<file path="src/rtl/vga_timing_gen.sv">
// VGA sync generator: pixel/line counters with explicit horizontal and vertical region FSMs.
// Define VGA_FRAME_PULSE_EN to enable the one-clk frame_start pulse; otherwise it is tied to 0.
module vga_timing_gen #(
  parameter int H_ACTIVE = 640,
  parameter int H_FP     = 16,
  parameter int H_SYNC   = 96,
  parameter int H_BP     = 48,
  parameter int V_ACTIVE = 480,
  parameter int V_FP     = 10,
  parameter int V_SYNC   = 2,
  parameter int V_BP     = 33
) (
  input  logic       clk,
  input  logic       rst,
  input  logic       pix_en,
  output logic [9:0] h_cnt,
  output logic [9:0] v_cnt,
  output logic       hsync,
  output logic       vsync,
  output logic       video_on,
  output logic       frame_start
);

  localparam logic [9:0] HActEnd  = 10'(H_ACTIVE - 1);
  localparam logic [9:0] HFpEnd   = 10'(H_ACTIVE + H_FP - 1);
  localparam logic [9:0] HSyncEnd = 10'(H_ACTIVE + H_FP + H_SYNC - 1);
  localparam logic [9:0] HLast    = 10'(H_ACTIVE + H_FP + H_SYNC + H_BP - 1);
  localparam logic [9:0] VActEnd  = 10'(V_ACTIVE - 1);
  localparam logic [9:0] VFpEnd   = 10'(V_ACTIVE + V_FP - 1);
  localparam logic [9:0] VSyncEnd = 10'(V_ACTIVE + V_FP + V_SYNC - 1);
  localparam logic [9:0] VLast    = 10'(V_ACTIVE + V_FP + V_SYNC + V_BP - 1);

  typedef enum logic [1:0] {StActive, StFront, StSync, StBack} state_e;

  state_e     h_state_q, h_state_d, v_state_q, v_state_d;
  logic [9:0] h_cnt_d, v_cnt_d;
  logic       h_wrap, v_wrap;

  assign h_wrap = (h_cnt == HLast);
  assign v_wrap = (v_cnt == VLast);

  always_comb begin
    h_cnt_d   = h_cnt;
    v_cnt_d   = v_cnt;
    h_state_d = h_state_q;
    v_state_d = v_state_q;
    if (pix_en) begin
      h_cnt_d = h_wrap ? 10'd0 : h_cnt + 10'd1;
      unique case (h_state_q)
        StActive: if (h_cnt == HActEnd)  h_state_d = StFront;
        StFront:  if (h_cnt == HFpEnd)   h_state_d = StSync;
        StSync:   if (h_cnt == HSyncEnd) h_state_d = StBack;
        StBack:   if (h_wrap)            h_state_d = StActive;
        default:                         h_state_d = StActive;
      endcase
      if (h_wrap) begin
        v_cnt_d = v_wrap ? 10'd0 : v_cnt + 10'd1;
        unique case (v_state_q)
          StActive: if (v_cnt == VActEnd)  v_state_d = StFront;
          StFront:  if (v_cnt == VFpEnd)   v_state_d = StSync;
          StSync:   if (v_cnt == VSyncEnd) v_state_d = StBack;
          StBack:   if (v_wrap)            v_state_d = StActive;
          default:                         v_state_d = StActive;
        endcase
      end
    end
  end

  // Outputs are decoded from next state so they line up with the counters they accompany;
  // with pix_en low this re-registers the current state, which lets video_on rise right
  // after reset without disturbing the hold behaviour.
  always_ff @(posedge clk or posedge rst) begin
    if (rst) begin
      h_cnt     <= 10'd0;
      v_cnt     <= 10'd0;
      h_state_q <= StActive;
      v_state_q <= StActive;
      hsync     <= 1'b1;
      vsync     <= 1'b1;
      video_on  <= 1'b0;
    end else begin
      h_cnt     <= h_cnt_d;
      v_cnt     <= v_cnt_d;
      h_state_q <= h_state_d;
      v_state_q <= v_state_d;
      hsync     <= (h_state_d != StSync);
      vsync     <= (v_state_d != StSync);
      video_on  <= (h_state_d == StActive) && (v_state_d == StActive);
    end
  end

`ifdef VGA_FRAME_PULSE_EN
  logic frame_start_q;

  always_ff @(posedge clk or posedge rst) begin
    if (rst) begin
      frame_start_q <= 1'b0;
    end else begin
      frame_start_q <= pix_en && h_wrap && v_wrap;
    end
  end

  assign frame_start = frame_start_q;
`else
  assign frame_start = 1'b0;
`endif

endmodule
</file>
<file path="config.mk">
export PLATFORM = sky130hd
export DESIGN_NAME = vga_timing_gen
export DESIGN_NICKNAME = d
export VERILOG_FILES = /design/src/rtl/vga_timing_gen.sv
export SDC_FILE = /design/constraint.sdc
export NUM_CORES = 1
export LEC_CHECK = 0
export ABC_AREA = 1
export CORE_ASPECT_RATIO = 1.2
export CORE_UTILIZATION = 48
export DETAILED_ROUTE_END_ITERATION = 8
export PLACE_DENSITY = 0.75
export SLEW_MARGIN = 20
export SYNTH_ARGS = -nofsm -noshare
export SYNTH_HDL_FRONTEND = slang
export SYNTH_SLANG_ARGS = --single-unit
</file>
<file path="constraint.sdc">
create_clock -name clk -period 1.5 [get_ports clk]
set_clock_uncertainty 0.05 [all_clocks]
set_input_delay 0.3 -clock clk [delete_from_list [all_inputs] [get_ports clk]]
set_output_delay 0.3 -clock clk [all_outputs]
set_load 0.05 [all_outputs]
</file>
==> run summary <==
Post-Syn Area -> 1720 um2
Final WS setup -> -0.145 ns
Total GRT Usage -> 28.6%
IO buf count -> 25
Non-Filler Instances -> 353
PD cells -> 1000 nW/um2
Sw Ratio -> 40.1%
Worst-path clk slew -> 0.09 ns
Post-Place Cell Area -> 2670 um2
Via Count -> 1,981
DRT Wirelength -> 5710 um
Largest net degree at the start of global routing -> 28
CTS max path bufs -> 2
Die area -> 3830 um2
Period utilisation layout -> 110%
Syn_nets -> 240
Final Power -> 2.98 mW
Placed insts -> 340
GR Overflow Total -> 0
Hold Path Class -> input port to asynchronous set/reset pin
Synth top area share -> 36.3%
Worst vdd ir -> 0.000483 V
Initial antenna violation count -> 0
Top cells by area, synth -> dfrtp_1, nand2_1, inv_1
# setup viols final -> 18
Routability Congestion -> 0.962
Vias per cell -> 5.61
Synth-to-layout area growth -> 72.3%
Share of layout cells above drive strength 1 -> 50.6%
Clock power frac -> 14.1%
Iter 0 DRT Violations -> 144
Worst EP required -> 1.61 ns
Final #Nets -> 324
EDFF count, synth -> 0
Final instance area -> 2970 um2
Max Cap Violations -> 0
Hpwl dp -> 3740 um
Ys async rst share -> 100%
Hold Violations, Final -> 0
Synth area leader -> dfrtp_1
Chip width -> 56.7 um
Top FF cell, synth -> dfrtp_1
RSZ-0062 raised after global routing -> yes
R2R depth -> 8
Worst-Skew Late Latency -> 0.27 ns
Detail Route Antenna Nets -> 0
Post-Syn Area per Cell -> 7.39 um2
WL per Instance -> 16.2 um
Net Sw Power -> 1.19 mW
Yosys warning total -> 0
Number of CTS-inserted buffers -> 3
Rows -> 23
Worst Path Max Fanout -> 4
Sequential Power Share -> 31.0%
Count leader, synth -> nand2_1
Startpoint types -> register
P_leak -> 1.44 nW
Logic gate share of total power -> 55.0%
Critical path class -> register to register
DRT Pass-1 Iters -> 7
Diodes inserted -> 0
Final Max Tran Viols -> 0
Min cycle time layout -> 1.65 ns
Flops & latches, synth -> 27
Cell internal pwr -> 1.78 mW
Synth cell count leaders -> nand2_1, inv_1, nor2_1
Synth cell types -> 29
H-Tree Depth -> 1
Arrival time at the worst endpoint -> 1.76 ns
Clock Sinks -> 27
Crit end category -> register
Failing checks -> design-rule violations, negative setup slack
First-pass GRT wire length -> 8410 um
FMAX -> 0.608 GHz
Ports -> 27
Vias in the first global route -> 1,986
DRC errors left -> 10
Initial Utilization -> 50.7%
Status -> finished, violations left
Root buf cell -> clkbuf_8
Mapped Cells -> 233
Die Y -> 67.6 um
TritonCTS clock tree -> built
Sequential area share after synthesis -> 39.4%
Core Area -> 3400 um2
Layout Utilization -> 87.4%
## logic make-up after synthesis
logic type | Yosys count | share of synthesized area [%]
compound gates | 19 | 5.96
xor+xnor | 5 | 2.54
buf+inv | 42 | 9.59
other cells | 1 | 0.218
fa+ha+maj | 4 | 2.90
simple gates | 135 | 39.4
flops | 27 | 39.4
## metal layers
metal	up-vias	global-route usage [%]	wire [um]	part of all wire, %
li1	913	-	-	-
met1	965	30.0	2100	37
met2	76	54.8	3110	54
met3	27	2.68	217	3.8
met4	0	18.4	288	5.0
met5	-	0	0	0
## stage by stage
step	setup WS, ns	setup TNS [ns]	hold WS, ns
after CTS	-0.0608	-0.0748	0.293
after floorplan	-0.149	-0.998	0.300
after global routing	-0.219	-2.79	0.363
final	-0.145	-1.15	0.302
after detailed placement	-0.370	-4.49	0.545
after global placement	-0.277	-3.36	0.511
## layout make-up
| class | count | area (um2) |
|---|---|---|
| clock buffer | 3 | 41.3 |
| clock inverter | 1 | 5.00 |
| fill | 164 | 428 |
| multi-input combinational | 164 | 1060 |
| timing repair buffer | 83 | 973 |
| tap | 37 | 46.3 |
| sequential | 27 | 698 |
| inverter | 38 | 148 |
## worst max-delay path, stage by stage, from the launching register on
cell and delay (ns):
dfrtp_2 0.40, buf_6 0.11, inv_2 0.05, nor3_2 0.23, nand3_1 0.17, nor2_2 0.25, nand3_2 0.12, nand2_4 0.10
a21oi_2 0.05
## flip-flops by register name (all words and copies together) (netlist names)
signal     flops
h_state_q      2
video_on       1
hsync          1
vsync          1
v_state_q      2
v_cnt         10
h_cnt         10
## worst paths after layout
kind	to	slack, ns	from
max in group asynchronous	hsync	0.86	rst
worst min-delay path	v_cnt[7]	0.30	rst
min in group clk	h_cnt[2]	0.56	h_cnt[2]
worst min register to register	h_cnt[2]	0.56	h_cnt[2]
worst max-delay path	h_cnt[9]	-0.15	h_cnt[0]
worst max register to register	h_cnt[9]	-0.15	h_cnt[0]
## cell usage in the layout, fill, tap and decap left out, types with 7 or more instances in the layout
| master | instances |
|---|---|
| nor2_1 | 23 |
| nand2_2 | 9 |
| nand4_1 | 12 |
| nand3_1 | 18 |
| buf_12 | 25 |
| nand2_1 | 40 |
| buf_6 | 9 |
| buf_4 | 47 |
| nor3_1 | 7 |
| dfrtp_2 | 16 |
| inv_1 | 24 |
| dfrtp_1 | 9 |
| inv_2 | 11 |
## power by group through the flow
stage | logic (mW) | clock network [mW] | registers, mW
after global routing | 1.71 | 0.454 | 0.932
after floorplan | 0.403 | 0 | 1.27
after detailed placement | 1.47 | 0 | 0.926
after global placement | 1.44 | 0 | 0.917
after CTS | 1.49 | 0.435 | 0.912
final | 1.64 | 0.419 | 0.923
## repair_timing
action / in CTS / in global routing
endpoints found under the setup margin: 10 / 20
pin swaps: 5 / 25
gates resized for setup: 4 / 48
hold buffers: 0 / 0
buffers inserted: 0 / 9
No activity file was read; power rests on OpenSTA's default activity.
